===== src/rtl/crtc_pkg.sv =====
// crtc_pkg
//   Shared definitions for the MS6845 CRTC configuration sequencer:
//   bus-state and phase encodings, CRTC register indices R0..R17 and the
//   MDA power-up values written by the init sequence.
package crtc_pkg;

    typedef enum logic [2:0] {
        IDLE  = 3'd0,
        SETUP = 3'd1,
        EHIGH = 3'd2,
        HOLD  = 3'd3,
        GAP   = 3'd4
    } bus_state_e;

    typedef enum logic {
        PH_ADDR = 1'b0,
        PH_DATA = 1'b1
    } phase_e;

    localparam logic [4:0] R0  = 5'd0;
    localparam logic [4:0] R1  = 5'd1;
    localparam logic [4:0] R2  = 5'd2;
    localparam logic [4:0] R3  = 5'd3;
    localparam logic [4:0] R4  = 5'd4;
    localparam logic [4:0] R5  = 5'd5;
    localparam logic [4:0] R6  = 5'd6;
    localparam logic [4:0] R7  = 5'd7;
    localparam logic [4:0] R8  = 5'd8;
    localparam logic [4:0] R9  = 5'd9;
    localparam logic [4:0] R10 = 5'd10;
    localparam logic [4:0] R11 = 5'd11;
    localparam logic [4:0] R12 = 5'd12;
    localparam logic [4:0] R13 = 5'd13;
    localparam logic [4:0] R14 = 5'd14;
    localparam logic [4:0] R15 = 5'd15;
    localparam logic [4:0] R16 = 5'd16;
    localparam logic [4:0] R17 = 5'd17;

    localparam logic [7:0] MDA_R0  = 8'h61;
    localparam logic [7:0] MDA_R1  = 8'h50;
    localparam logic [7:0] MDA_R2  = 8'h52;
    localparam logic [7:0] MDA_R3  = 8'h0F;
    localparam logic [7:0] MDA_R4  = 8'h19;
    localparam logic [7:0] MDA_R5  = 8'h06;
    localparam logic [7:0] MDA_R6  = 8'h19;
    localparam logic [7:0] MDA_R7  = 8'h19;
    localparam logic [7:0] MDA_R8  = 8'h02;
    localparam logic [7:0] MDA_R9  = 8'h0D;
    localparam logic [7:0] MDA_R10 = 8'h0B;
    localparam logic [7:0] MDA_R11 = 8'h0C;
    localparam logic [7:0] MDA_R12 = 8'h00;
    localparam logic [7:0] MDA_R13 = 8'h00;
    localparam logic [7:0] MDA_R14 = 8'h00;
    localparam logic [7:0] MDA_R15 = 8'h00;

endpackage


===== src/rtl/crtc_init_rom.sv =====
// crtc_init_rom
//   Combinational lookup of the MDA default value for CRTC registers R0..R15.
//   Ports:
//     idx_i  [3:0]  register index
//     val_o  [7:0]  default value for that register
module crtc_init_rom
    import crtc_pkg::*;
(
    input  logic [3:0] idx_i,
    output logic [7:0] val_o
);

    always_comb begin
        val_o = 8'h00;
        case (idx_i)
            4'd0:    val_o = MDA_R0;
            4'd1:    val_o = MDA_R1;
            4'd2:    val_o = MDA_R2;
            4'd3:    val_o = MDA_R3;
            4'd4:    val_o = MDA_R4;
            4'd5:    val_o = MDA_R5;
            4'd6:    val_o = MDA_R6;
            4'd7:    val_o = MDA_R7;
            4'd8:    val_o = MDA_R8;
            4'd9:    val_o = MDA_R9;
            4'd10:   val_o = MDA_R10;
            4'd11:   val_o = MDA_R11;
            4'd12:   val_o = MDA_R12;
            4'd13:   val_o = MDA_R13;
            4'd14:   val_o = MDA_R14;
            default: val_o = MDA_R15;
        endcase
    end

endmodule


===== src/rtl/crtc_config_seq.sv =====
// crtc_config_seq
//   Sole bus master of the MS6845 CRTC processor interface. On start it
//   writes the MDA default table (R0..NREGS-1); when idle it grants single
//   host register writes. Every register write is an address-register bus
//   cycle (RS=0) followed by a data-register bus cycle (RS=1).
//
//   state | meaning
//   IDLE  | no bus activity, host writes may be granted
//   SETUP | CSn/RW low, RS and D driven (1 clk)
//   EHIGH | E high for E_HALF clks
//   HOLD  | E low, CSn/RS/D held after the falling edge (1 clk)
//   GAP   | CSn/RW high, next bus cycle or back to IDLE (1 clk)
//
//   Ports:
//     CLK, RSTn          clock, async active-low reset
//     start / busy, done init request, run status, completion pulse
//     wr_valid/wr_ready  host write handshake, wr_addr/wr_data payload
//     E, CSn, RS, RW, D  CRTC processor pins
module crtc_config_seq
    import crtc_pkg::*;
#(
    parameter int E_HALF = 2,
    parameter int NREGS  = 16
) (
    input  logic       CLK,
    input  logic       RSTn,
    input  logic       start,
    output logic       busy,
    output logic       done,
    input  logic       wr_valid,
    output logic       wr_ready,
    input  logic [4:0] wr_addr,
    input  logic [7:0] wr_data,
    output logic       E,
    output logic       CSn,
    output logic       RS,
    output logic       RW,
    output logic [7:0] D
);

    localparam logic [2:0] ST_IDLE  = IDLE;
    localparam logic [2:0] ST_SETUP = SETUP;
    localparam logic [2:0] ST_EHIGH = EHIGH;
    localparam logic [2:0] ST_HOLD  = HOLD;
    localparam logic [2:0] ST_GAP   = GAP;

    localparam logic [3:0] LAST_IDX  = 4'(NREGS - 1);
    localparam logic [7:0] ECNT_LOAD = 8'(E_HALF - 1);

    logic [2:0] state_q, state_d;
    phase_e     phase_q, phase_d;
    logic       init_q, init_d;
    logic [3:0] idx_q, idx_d;
    logic [7:0] hdata_q, hdata_d;
    logic       rs_q, rs_d;
    logic [7:0] dbus_q, dbus_d;
    logic [7:0] ecnt_q, ecnt_d;
    logic       busy_q, busy_d;
    logic       done_q, done_d;
    // Keeps wr_ready low while reset is held and for the first edge after it.
    logic       rdy_en_q;
    logic [7:0] rom_val;

    crtc_init_rom u_rom (
        .idx_i (idx_q),
        .val_o (rom_val)
    );

    always_comb begin
        state_d = state_q;
        phase_d = phase_q;
        init_d  = init_q;
        idx_d   = idx_q;
        hdata_d = hdata_q;
        rs_d    = rs_q;
        dbus_d  = dbus_q;
        ecnt_d  = ecnt_q;
        busy_d  = busy_q;
        done_d  = 1'b0;
        case (state_q)
            ST_IDLE: begin
                if (start) begin
                    state_d = ST_SETUP;
                    init_d  = 1'b1;
                    busy_d  = 1'b1;
                    phase_d = PH_ADDR;
                    idx_d   = 4'd0;
                    rs_d    = 1'b0;
                    dbus_d  = 8'h00;
                end else if (wr_valid && wr_ready) begin
                    state_d = ST_SETUP;
                    init_d  = 1'b0;
                    phase_d = PH_ADDR;
                    hdata_d = wr_data;
                    rs_d    = 1'b0;
                    dbus_d  = {3'b000, wr_addr};
                end
            end
            ST_SETUP: begin
                state_d = ST_EHIGH;
                ecnt_d  = ECNT_LOAD;
            end
            ST_EHIGH: begin
                if (ecnt_q == 8'd0) begin
                    state_d = ST_HOLD;
                end else begin
                    ecnt_d = ecnt_q - 8'd1;
                end
            end
            ST_HOLD: state_d = ST_GAP;
            ST_GAP: begin
                if (phase_q == PH_ADDR) begin
                    state_d = ST_SETUP;
                    phase_d = PH_DATA;
                    rs_d    = 1'b1;
                    dbus_d  = init_q ? rom_val : hdata_q;
                end else if (init_q && (idx_q != LAST_IDX)) begin
                    state_d = ST_SETUP;
                    phase_d = PH_ADDR;
                    idx_d   = idx_q + 4'd1;
                    rs_d    = 1'b0;
                    dbus_d  = {4'b0000, idx_q + 4'd1};
                end else begin
                    state_d = ST_IDLE;
                    idx_d   = 4'd0;
                    init_d  = 1'b0;
                    if (init_q) begin
                        busy_d = 1'b0;
                        done_d = 1'b1;
                    end
                end
            end
            default: state_d = ST_IDLE;
        endcase
    end

    always_ff @(posedge CLK or negedge RSTn) begin
        if (!RSTn) begin
            state_q  <= ST_IDLE;
            phase_q  <= PH_ADDR;
            init_q   <= 1'b0;
            idx_q    <= 4'd0;
            hdata_q  <= 8'h00;
            rs_q     <= 1'b0;
            dbus_q   <= 8'h00;
            ecnt_q   <= 8'd0;
            busy_q   <= 1'b0;
            done_q   <= 1'b0;
            rdy_en_q <= 1'b0;
        end else begin
            state_q  <= state_d;
            phase_q  <= phase_d;
            init_q   <= init_d;
            idx_q    <= idx_d;
            hdata_q  <= hdata_d;
            rs_q     <= rs_d;
            dbus_q   <= dbus_d;
            ecnt_q   <= ecnt_d;
            busy_q   <= busy_d;
            done_q   <= done_d;
            rdy_en_q <= 1'b1;
        end
    end

    logic bus_act;
    assign bus_act  = (state_q == ST_SETUP) || (state_q == ST_EHIGH) || (state_q == ST_HOLD);

    assign E        = (state_q == ST_EHIGH);
    assign CSn      = !bus_act;
    assign RW       = !bus_act;
    assign RS       = rs_q;
    assign D        = dbus_q;
    assign busy     = busy_q;
    assign done     = done_q;
    assign wr_ready = rdy_en_q && (state_q == ST_IDLE) && !start;

endmodule


===== config.mk =====
export PLATFORM = sky130hd
export DESIGN_NAME = crtc_config_seq
export DESIGN_NICKNAME = d
export VERILOG_FILES = /design/src/rtl/crtc_pkg.sv /design/src/rtl/crtc_init_rom.sv /design/src/rtl/crtc_config_seq.sv
export SDC_FILE = /design/constraint.sdc
export NUM_CORES = 1
export LEC_CHECK = 0
export ABC_AREA = 1
export CORE_MARGIN = 5
export CORE_UTILIZATION = 49
export DETAILED_ROUTE_END_ITERATION = 10
export GPL_ROUTABILITY_DRIVEN = 0
export PLACE_DENSITY = 0.76
export REMOVE_ABC_BUFFERS = 1
export SLEW_MARGIN = 30
export SYNTH_ARGS = -nofsm -noshare
export SYNTH_HDL_FRONTEND = slang
export SYNTH_SLANG_ARGS = --single-unit

===== constraint.sdc =====
create_clock -name CLK -period 1.6 [get_ports CLK]
set_input_delay 0.48 -clock CLK [delete_from_list [all_inputs] [get_ports CLK]]
set_output_delay 0.48 -clock CLK [all_outputs]
set_load 0.01 [all_outputs]

* Word level (Yosys, flattened, before mapping)
Memories as Yosys holds them, arrays and structs flattened. Cells that the tools add are included.
Word-level totals: bits in registers 37, ROM bits 112, bits of input ports 17, word-level logic and storage cells 87, memories kept 1
Operators by class: $add $sub $neg 2, equal/unequal tests 13, multiplexer cells 39, bitwise logic cells 1, reduce and logical (&&, ||, !) cells 20
Memories:
- (name not given) | depth 16, bits a word 7, rd ports 1, clocked after memory_dff 0, write ports 0, RTL line crtc_init_rom.sv:15 | case (idx_i)
Operators by type and width (count):
- $mux 8 | 6
- $pmux 8 s2 | 2
- $mux 1 | 19
- $pmux 3 s5 | 1
- $mux 4 | 3
- $ne 2x2->1 const B | 5
- $mux 3 | 3
- $reduce_and 3->1 | 3
- $logic_not 8->1 | 1
- $pmux 1 s2 | 4
- $pmux 4 s2 | 1
- $sub 8x1->8 const B | 1
- $eq 3x2->1 const B | 2
- $ne 3x3->1 const B | 2
- $reduce_and 2->1 | 3
- $reduce_and 5->1 | 1
- $add 4x1->4 const B | 1
- $logic_and 1x1->1 | 4
- $ne 4x4->1 const B | 1
- $reduce_and 4->1 | 1
- $reduce_bool 2->1 | 2
- $eq 3x1->1 const B | 1
- $eq 3x3->1 const B | 1
- $logic_not 3->1 | 1
- other kinds (4) | 6

* Depth between registers and ports, before layout
Gate-level depths: netlist (run 1).
word-level depth 7, depth in mapped cells 10

* Hierarchy
From an unflattened synthesis (run 1), not the netlist that was laid out.
Second synthesis, totals: cell total of the unflattened synthesis 282, area, all modules 2180.8 µm²
Modules (own cells, without submodules):
- crtc_config_seq | instances 1, cells each 239, area each 1951.9 µm², sequential area each 925.9 µm²
- crtc_init_rom | instances 1, cells each 43, area each 229.0 µm², sequential area each 0.0 µm²

* Worst setup path before layout (run 1)
OpenSTA, ideal clock, no wires.
path kind reg2out, from reg state_q[0], to out wr_ready, data arrival time 0.972 ns, required time 1.120 ns, setup slack 0.148 ns, stages on the path, launching flop included 4, path buffers 0, cell sequence dfrtp_1 > inv_1 > nand2_1 > nor4_1
On the way: word-level cells in the longest chain between the ends 3
RTL lines:
- start, declared | RTL line crtc_config_seq.sv:50 | logic [2:0] state_q, state_d;
- start signal, assigned | RTL line crtc_config_seq.sv:151 | state_q <= state_d;
- $logic_not 3->1 | RTL line crtc_config_seq.sv:175 | assign wr_ready = rdy_en_q && (state_q == ST_IDLE) && !start;
- $logic_and 1x1->1 (2 in series) | RTL line crtc_config_seq.sv:175
- end, declared | RTL line crtc_config_seq.sv:31 | output logic wr_ready,
Every way passes these cells.

* Worst setup path after layout (run 1)
from reg state_q[2], to out E
On the way: word-level cells in the longest chain between the ends 1
RTL lines:
- $eq 3x2->1 | RTL line crtc_config_seq.sv:168 | assign E = (state_q == ST_EHIGH);
- end, declared | RTL line crtc_config_seq.sv:34 | output logic E,
Every way passes these cells.

==> results of run 1 <==
[final timing paths]
kind                       startpoint         end  slack, ps  cells after the start
max                        state_q[2]           E        -20                      4
min                              RSTn    idx_q[2]        140                      2
max reg2reg                state_q[1]  state_q[0]        100                      7
min reg2reg                      busy        busy        470                      2
max in group asynchronous        RSTn    idx_q[0]       1270                      2
min in group CLK                 busy        busy        470                      2
[routing by layer]
| layer | GRT usage | wire (um) | part of all wire | vias to the layer above |
|---|---|---|---|---|
| li1 | - | - | - | 1037 |
| met1 | 0.217 | 2200 | 0.42 | 972 |
| met2 | 0.308 | 2630 | 0.50 | 61 |
| met3 | 0.0422 | 241 | 0.046 | 19 |
| met4 | 0.0734 | 149 | 0.029 | 0 |
| met5 | 0 | 0 | 0 | - |
[power groups by stage]
stage               clock network, mW  logic (mW)  registers (mW)
floorplan                           0        1.52            1.58
global placement                    0        2.51            1.54
detailed placement                  0        2.59            1.55
CTS                             0.729        2.60            1.54
global route                    0.769        2.99            1.59
finish                          0.722        2.68            1.55
[cells by family after synthesis]
kind of cell | count (synthesis) | synth area share
AOI/OAI and AO/OA | 22 | 0.0554
other | 1 | 0.00171
and+or+nand+nor | 177 | 0.380
adders and majority gates | 8 | 0.0457
buffers and inverters | 42 | 0.0828
xor gates and xnor gates | 3 | 0.0120
DFF | 37 | 0.422
[flip-flops by register name, indices dropped and copies added (netlist names)]
register / cells
rdy_en_q: 1
done: 1
idx_q: 4
ecnt_q: 8
state_q: 3
busy: 1
init_q: 1
phase_q: 1
D: 8
hdata_q: 8
RS: 1
[cell type report]
| cell class | count | area share |
|---|---|---|
| multi-input combinational | 211 | 0.393 |
| sequential | 37 | 0.318 |
| timing repair buffer | 60 | 0.185 |
| inverter | 37 | 0.0476 |
| clock buffer | 7 | 0.0330 |
| tap | 52 | 0.0223 |
| clock inverter | 1 | 0.00172 |
[worst max-delay path: stages, from the launching register on]
cell and delay (ps):
dfrtp_1 430, inv_2 130, nand2_4 80, nor2_8 100, buf_6 110
[what timing repair did]
item                       CTS  global route
hold endpoints to repair     0             0
setup buffers                1             1
gates cloned                 0             0
setup endpoints to repair   26            20
pin swaps                    1             1
gates resized for setup     36            13
[cells in the final DEF (no fill, tap or decap), drive strengths merged, types with 3 or more instances in the layout]
cell           count
nand2            108
dfrtp             37
inv               36
nand3             35
buf               34
nor2              25
clkdlybuf4s50     14
o21ai             14
dlygate4sd2       12
ha                 8
clkbuf             7
a21oi              4
nand4              4
xor2               3
==> key figures, run 1 <==
Run status
  – Status: complete, but fails checks
  – Failing checks: setup timing

Synthesis
  – Async SR Flop Fraction: 1.00
  – Sequential element share of the synthesized area: 0.422
  – Dominant cell type by area after synthesis: dfrtp_1
  – Yosys top cell area share: 0.422
  – EDFF count, synth: 0
  – Primary FF master, synth: dfrtp_1
  – Count leader, synth: nand2_1
  – Yosys reg bits: 37
  – Commonest cells in the netlist: 101 x nand2_1, 37 x dfrtp_1, 33 x nand3_1
  – Post-synthesis cell count: 290
  – Yosys warns: 0
  – Synth area leaders: dfrtp_1 42%, nand2_1 17%, nand3_1 7.5%
  – Synth Area per Inst: 7.56 um2
  – Unique cell type count in the Yosys netlist: 32
  – Synth Cell Area: 2190 um2

Drt
  – Drt first pass iters: 5
  – Initial drt markers: 177
  – Via/cell ratio: 5.16
  – Antenna Violating Nets Remaining: 0
  – Via Count: 2089
  – WL/cell: 12.9 um
  – Post-route DRC: 0
  – Total wire length: 5220 um

CTS
  – H-Tree Depth: 2
  – Num CTS Buffers: 5
  – Worst-path clk slew: ~70 ps
  – CTS tree: done
  – Latest clock arrival within the worst-skew pair: 290 ps
  – Root Driver: clkbuf_8
  – Clk buf depth: 2
  – Hold Buf Count CTS: 0
  – CTS sink count: 37

Power
  – Internal power: 2.83 mW
  – Design Power: 4.95 mW
  – Leakage: between 1.5 and 2 nW
  – Switching Fraction: 0.430
  – Clock power frac: 0.146
  – Maximum vdd drop: 0.979 mV
  – PwrDens: 1700 nW/um2
  – Comb pwr share: 0.541
  – Sw Pwr: 2.13 mW
  – Register share of total power: 0.313

Timing
  – Setup Skew: 3.42 ps
  – Fin worst setup slack: -20.8 ps
  – Setup Viol. Count Final: 2
  – Fin crit period: around 1600 ps
  – RSZ-0062 raised after global routing: yes
  – Hold slack final: around 140 ps
  – Setup TNS: -26.7 ps
  – Max Slew Vio Count: 0
  – Max Freq: slightly above 0.6 GHz
  – Final Hold Fails: 0
  – Tcrit/Tclk final: 1.01

Layout
  – Multi-input gate area: 1150 um2
  – Area grow syn2layout: 33.1%
  – Nets: 377
  – Util after Layout: 0.670
  – Layout cell share with drive strength beyond 1: 0.218
  – Reg area: ~930 um2
  – Final instance area: 2920 um2
  – FILL cells: 338
  – Ant diodes: 0
  – Finished Layout Cells: between 400 and 500

Critical path
  – Required @ worst endpoint: 1120 ps
  – Critical path class: reg -> out
  – Worst Path Arrival: 1140 ps
  – CP Launch Type: flop
  – Critical-path maximum fanout: 4
  – Crit end category: output pin

Die
  – Ports: 32
  – Die span in y: 76.9 um
  – Die area: 5910 um2
  – Initial Util: 0.503
  – Row cnt: 24
  – Placeable Area: between 4000 and 5000 um2
  – Die width: 76.9 um

GRT
  – Grt total ovfl: 0
  – Largest net degree at the start of global routing: 38
  – Antenna violations before repair: 0
  – Number of global-route vias before repair: 2052
  – Tot GR Track Use: 0.180
  – First-pass GRT wire length: 8810 um

Placement
  – Final HPWL DP: between 3000 and 4000 um
  – Pre-CTS setup slack: -650 ps
  – Placed cell area: 2750 um2
  – Port Buffers: 31
  – Dpl cells: 395

Min path
  – Hold Crit Class: in -> async

Job
  – Max-capacitance violation count: 0
No activity file was read; power rests on OpenSTA's default activity.
==> run 2, diff against run 1 <==
- clock period: 1.6 -> 1.4 ns (I/O delays scaled with it)
==> key figures, run 2 (synthesis results as in run 1) <==
Run status
  – Status: complete, but fails checks
  – Failing checks: setup timing

Drt
  – Initial drt markers: between 200 and 250
  – Post-route DRC: 0
  – Via/cell ratio: 5.45
  – Antenna Violating Nets Remaining: 0
  – Drt first pass iters: 4
  – WL/cell: 16.2 um
  – Via Count: about 2300
  – Total wire length: 6980 um

Critical path
  – Crit end category: output pin
  – Worst-path cell chain: inv_2 > buf_6 > nand2_4 > nor2_8 > buf_6
  – Critical-path maximum fanout: 2
  – Reg2Reg Launch Point: state_q[1]
  – Most Frequent Cell on Critical Path: buf_6
  – CP startpoint: state_q[0]
  – Required @ worst endpoint: 980 ps
  – Worst Path Arrival: approximately 1200 ps
  – Critical path class: reg -> out
  – Critical path's largest stage delay: 410 ps
  – CP max stage cell: dfrtp_1
  – CP Buf/Inv Count: 3
  – Crit-path leading delay family: flip-flops
  – CP Launch Type: flop

Timing
  – Setup Skew: about 13 ps
  – RSZ-0062 raised after global routing: yes
  – Final Hold Fails: 0
  – Max Freq: 0.636 GHz
  – Setup Viol. Count Final: 16
  – Setup TNS: -1510 ps
  – Max Slew Vio Count: 0
  – Hold slack final: 67.5 ps
  – Tcrit/Tclk final: 1.12
  – Fin crit period: 1570 ps
  – Fin worst setup slack: -172 ps

Placement
  – Final HPWL DP: between 3000 and 4000 um
  – Port Buffers: 31
  – Dpl cells: around 410

Layout
  – Layout cell share with drive strength beyond 1: 0.423
  – Multi-input gate area: 1430 um2
  – Most frequent cells in the layout: 72 x nand2_1, 38 x buf_4, 33 x dfrtp_1
  – FILL cells: 266
  – Nets: 402
  – Ant diodes: 0
  – Reg area: ~930 um2
  – Util after Layout: 0.804
  – Most common cell after layout, fill and taps aside: nand2_1
  – Area grow syn2layout: 59.8%
  – Finished Layout Cells: 430

GRT
  – Tot GR Track Use: 0.207
  – Antenna violations before repair: 0
  – Number of global-route vias before repair: approximately 2200
  – Grt total ovfl: 0
  – Largest net degree at the start of global routing: 38
  – First-pass GRT wire length: 9870 um

CTS
  – CTS sink count: 37
  – H-Tree Depth: 2
  – Worst-path clk slew: 70 ps
  – Clk buf depth: 2
  – Root Driver: clkbuf_8
  – Num CTS Buffers: 5
  – CTS tree: done
  – Hold Buf Count CTS: 0
  – Latest clock arrival within the worst-skew pair: 300 ps

Power
  – Leakage: 1.75 nW
  – Maximum vdd drop: 1.53 mV
  – PwrDens: 2020 nW/um2
  – Design Power: 7.07 mW

Die
  – Die width: 76.9 um
  – Ports: 32
  – Row cnt: 24
  – Placeable Area: 4350 um2
  – Die span in y: 76.9 um
  – Die area: between 5000 and 6000 um2
  – Initial Util: 0.503

Min path
  – Hold Crit Class: in -> async

Job
  – Max-capacitance violation count: 0
run 2: changes by cell type in the layout (fill, tap and decap cells not counted), sizes merged:
cell           previous run  this run
clkinv                    2         1
buf                      34        57
bufinv                    0         1
clkinvlp                  0         1
clkdlybuf4s15             0         8
nand2                   108       109
dlygate4sd2              12         4
run 2: path summary, 6_finish.rpt:
| check | to | slack (ps) | cells after the start |
|---|---|---|---|
| max | E | -170 | 5 |
| min | idx_q[3] | 70 | 2 |
| max reg2reg | D[3] | -130 | 8 |
| min reg2reg | D[7] | 490 | 2 |
| max in group asynchronous | state_q[2] | 1120 | 2 |
| min in group CLK | D[7] | 490 | 2 |
run 2: layout make-up:
| cell class | instances | area share |
|---|---|---|
| inverter | 37 | 0.0454 |
| tap | 52 | 0.0186 |
| timing repair buffer | 84 | 0.227 |
| multi-input combinational | 212 | 0.409 |
| clock inverter | 2 | 0.0107 |
| sequential | 37 | 0.266 |
| clock buffer | 6 | 0.0236 |
run 2: per-stage QoR:
step           setup WS (ps)  cell area (um2)
6_report                -172             3500
5_1_grt                 -223             3500
4_1_cts                 -183             3180
3_5_place_dp            -722             2850
3_3_place_gp            -706             2850
2_1_floorplan           -160             2150
run 2: repair_timing:
item	in CTS	in global routing
cloned	1	1
endpoints found under the setup margin	40	41
pin swaps	27	42
setup buffers	6	6
resized for setup	75	78
run 2: power by group:
group | switching [mW] | internal [mW] | total, mW
clock network | 0.411 | 0.579 | 0.991
registers | 0.325 | 1.48 | 1.80
logic | 2.37 | 1.90 | 4.28
total | 3.11 | 3.96 | 7.07
run 2: layer usage:
metal	track usage	wire, um	up-vias
met5	0	0	-
met4	0.0927	308	0
met3	0.0515	394	32
met2	0.360	3750	88
met1	0.237	2530	1133
li1	-	-	1091
run 2: worst reg2reg max path: stages (launching register included):
cell and delay [ps]:
dfrtp_1 410, buf_6 130, nor2_4 130, buf_6 120, nand4_4 150, nand2_4 180
nand2_8 110, nand3_4 90, nand3_2 80
==> edit 1 (settings of run 2) <==
Take the reset off `hdata_q` and load it in a clocked block of its own.
--- a/src/rtl/crtc_config_seq.sv
+++ b/src/rtl/crtc_config_seq.sv
@@ -142,3 +142,2 @@
             idx_q    <= 4'd0;
-            hdata_q  <= 8'h00;
             rs_q     <= 1'b0;
@@ -154,3 +153,2 @@
             idx_q    <= idx_d;
-            hdata_q  <= hdata_d;
             rs_q     <= rs_d;
@@ -162,2 +160,6 @@
         end
+    end
+
+    always_ff @(posedge CLK) begin
+        hdata_q <= hdata_d;
     end
Formal check against the unedited RTL: no difference found for any inputs over 10 cycles, from zero or initial values and one cycle with RSTn low; that may be too few to reach the edited logic, so the function may still have changed.
==> edit 1 against run 2 <==
The flow still finishes with violations (setup timing); area after synthesis shrank 4.9%; power shrank 8.9%; register-to-register slack lost 30 ps; worst setup slack lost 18 ps; non-clock buffer count grew 7; wire length shrank 5.3%; final area shrank 8.3%; sequential cell count is the same; critical path type unchanged.
==> edit 1: results (changes against run 2) <==
- The run finished, with violations left.
* Violations in the final reports: setup timing
* Data-path buffer share of cell area in the final layout: 24.8% (+2.1 points)
* Pin count of the biggest net entering global routing: 30 (-21%)
- Setup WS post-layout: -190 ps (-17.7 ps)
* Sequential-cell power consumption: 1.73 mW (-4%)
* Total placed instance area: 0.00280 sq mm (-1.8%)
- Number of global-route vias before repair: 2124 (-4.8%)
- Beginning of the worst register-to-register path: init_q
- The worst clock skew on the final layout is 7.27 ps (-5.56 ps).
- The utilization of the core after routing is 79.2% (-1.2 points).
- Number of multi-input combinational cells in the layout: 191 (-9.9%)
- Total Neg Setup Slack: -2700 ps (-1190 ps)
* Synth top area cells: sky130_fd_sc_hd__dfrtp_1 (35%), sky130_fd_sc_hd__nand2_1 (16%), sky130_fd_sc_hd__edfxtp_1 (12%)
- Wire length on met1: 2.52 mm (-0.24%)
- The number of setup violations in the final report was 33 (+17).
* Via count: 2219 (-5.3%)
- Routed length on met3: 469 um (+19%)
- The wire length on met2 was 3.26 mm (-13%).
- Number of fill cells: 230 (-14%)
- Number of flops mapped to enable cells by yosys: 8 (+8)
- Setup WS pre-CTS: -606 ps (+115 ps)
- Critical R2R Capture: D[2]
- The maximum vdd ir drop is 1690 uV (+11%).
- The post-DP HPWL came to 3.88 mm (-2.5%).
- The met2 track utilization from global routing is 38.7% (+2.7 points).
- The setup slack of the worst register-to-register path was -160 ps (-30 ps).
* Non-filler instance count after layout: 407 (-5.3%)
* Arrival time at the worst endpoint: 1170 ps (+20 ps)
- The area taken by flip-flops and latches is 971 sq um (+4.3%).
* Tightest hold margin: 472 ps (+404 ps)
* Clk cell area share: 2.69% (-0.74 points)
- Most used standard cells in the synthesized netlist: sky130_fd_sc_hd__nand2_1 (87), sky130_fd_sc_hd__dfrtp_1 (29), sky130_fd_sc_hd__nand3_1 (26)
- The leakage power total was 1.56 nW (-11%).
- Async S/R FF share, synth: 78.4% (-22 points)
* GR met1 Demand/Resource: 29.0% (+5.3 points)
- The count of clock-net buffers in the final layout came to 5 (-1).
edit 1: cell count changes in the layout (fill, tap and decap cells not counted), sizes merged, moves of 2 or more:
cell / change
nor3: +2
clkbuf: -2
nand2: -17
dfrtp: -8
nand3: -8
edfxtp: +8
buf: +7
clkinvlp: +3
inv: -10
clkinv: +2
edit 1: cell families (layout without fill, tap and decap cells):
family,Yosys count,count (layout)
other,1,1
and+or+nand+nor,155,156
DFF,37,37
buffers and inverters,33,129
xor gates and xnor gates,3,3
adders and majority gates,8,8
AOI/OAI and AO/OA,23,23
edit 1: how the worst min path moves through the flow:
stage / from / endpoint
after CTS: D[6] / D[6]
after global placement: RS / RS
final: D[6] / D[6]
after global routing: D[6] / D[6]
after floorplan: RSTn / D[0]
after detailed placement: D[6] / D[6]
edit 1: what timing repair did:
item,4_1_cts,5_1_grt
gates resized for setup,68,31
gates cloned,1,0
buffers inserted,12,5
pin swaps,11,11
setup endpoints to repair,47,45
==> edit 2 (settings of run 2) <==
Made on the original files. `NREGS`: 16 -> 12.
--- a/src/rtl/crtc_config_seq.sv
+++ b/src/rtl/crtc_config_seq.sv
@@ -22,3 +22,3 @@
     parameter int E_HALF = 2,
-    parameter int NREGS  = 16
+    parameter int NREGS  = 12
 ) (
Check against the original RTL: same outputs for any inputs over 10 cycles, from zero or initial values and one cycle with RSTn low; that may be too few to reach the edited logic, so the function may still have changed.
==> edit 2 against run 2 <==
The run still ends with setup timing left; critical path depth up 4; worst hold slack got worse by 46 ps; area after synthesis fell by 0.86%; worst setup slack lost 30 ps; synthesized cell count is 1.4% lower; global-route usage shrank 0.93 points; utilization increased by 0.79 points; critical endpoint is now RS; sequential cell count unchanged; wire length is 1.5% lower; clock skew shrank 3.8 ps; power is 0.60% lower; final area up 0.29%.
==> edit 2: results (changes against run 2) <==
- The post-synthesis cell type count is 30 (-6.3%).
- Wire length on met1: 2.62 mm (+3.8%)
* Plain + repair buffers: 96 (+14%)
- The worst setup slack before clock tree synthesis was -738 ps (-16.9 ps).
- The fraction of area in non-clock buffers came to 25.8% (+3.1 points).
- Result of the run: finished with violations
* Total Neg Setup Slack: -3870 ps (-2360 ps)
- Beginning of the worst register-to-register path: state_q[0]
- The depth of the most critical reg-to-reg path was 9 (+1).
- The number of setup violations in the final report came to 31 (+15).
- First-pass GRT wire length: 9.56 mm (-3.1%)
- The leakage power total was 1.75 nW (+0.10%).
- Half-perimeter wire length after detailed placement: 4.01 mm (+0.71%)
* Area grow syn2layout: 61.6%
- Iteration-0 DRC Markers: 148 (-34%)
* Violations in the final reports: setup timing
- Synthesized-area fraction occupied by ao, oa, aoi and oai cells: 6.51% (+0.97 points)
* Detail-routed via count per cell: 5.26 (-3.5%)
* Multi-input gate area: 0.00136 sq mm (-4.9%)
- The fraction of the mapped netlist area in adder cells came to 4.61% (+0.039 points).
* # nets final: 409 (+1.7%)
* Non-clock inverter instance count of the final layout: 31 (-16%)
- Fraction of power spent switching nets: 42.5% (-1.5 points)
- The biggest fanout along the worst timing path came to 8 (+6).
- The number of standard cells in the final layout excluding fillers came to 437 (+1.6%).
- The aggregate routed wire length is 6.87 mm (-1.5%).
- The number of inserted filler cells in the final layout is 251 (-5.6%).
- After synthesis, the cell types taking the most area are sky130_fd_sc_hd__dfrtp_1 (43%), sky130_fd_sc_hd__nand2_1 (18%), sky130_fd_sc_hd__nand3_1 (7.8%).
- The met3 capacity usage during global routing came to 4.61% (-0.54 points).
- The worst setup slack after layout was -202 ps (-29.7 ps).
- Number of multi-input combinational cells in the layout: 213 (+0.47%)
* Register Area: 927 sq um (-0.40%)
- Among cell families on the critical path, the largest total delay comes from simple AND/OR/NAND/NOR gates.
- The mean area per synthesized cell was 7.60 sq um (+0.53%).
* Most used standard cells in the synthesized netlist: sky130_fd_sc_hd__nand2_1 (102), sky130_fd_sc_hd__dfrtp_1 (37), sky130_fd_sc_hd__nand3_1 (34)
- Number of placed instances, taps included: 401 (-2.0%)
* Peak supply drop: 1250 uV (-18%)
- Total placed instance area: 0.00281 sq mm (-1.6%)
- The cell-internal power came to 4.04 mW (+2.1%).
- Setup clock skew after layout: 9.07 ps (-3.76 ps)
- Met2 demand-to-capacity share in global routing: 35.9% (-0.12 points)
==> edit 2: cell count changes after synthesis, moves of 2 or more <==
cell / run 2 / this run
sky130_fd_sc_hd__inv_1: 29 / 25
sky130_fd_sc_hd__inv_2: 7 / 5
sky130_fd_sc_hd__nand2_2: 2 / 5
sky130_fd_sc_hd__nand2_4: 5 / 3
sky130_fd_sc_hd__nand3_2: 2 / 0
sky130_fd_sc_hd__nand3_4: 0 / 2
sky130_fd_sc_hd__nor2_4: 2 / 4
sky130_fd_sc_hd__o21ai_0: 8 / 10
==> edit 2: repair_timing <==
action | in CTS | in global routing
setup endpoints to repair | 38 | 44
cloned | 0 | 1
buffers inserted | 9 | 21
gates resized for setup | 65 | 73
pin swaps | 21 | 25
==> edit 2: how the worst min path moves through the flow <==
stage,slack (ps),cells after the start,end
after detailed placement,340,1,idx_q[1]
after global routing,40,1,RS
after CTS,20,1,idx_q[1]
after floorplan,120,0,D[0]
after global placement,340,1,idx_q[1]
final,20,1,RS
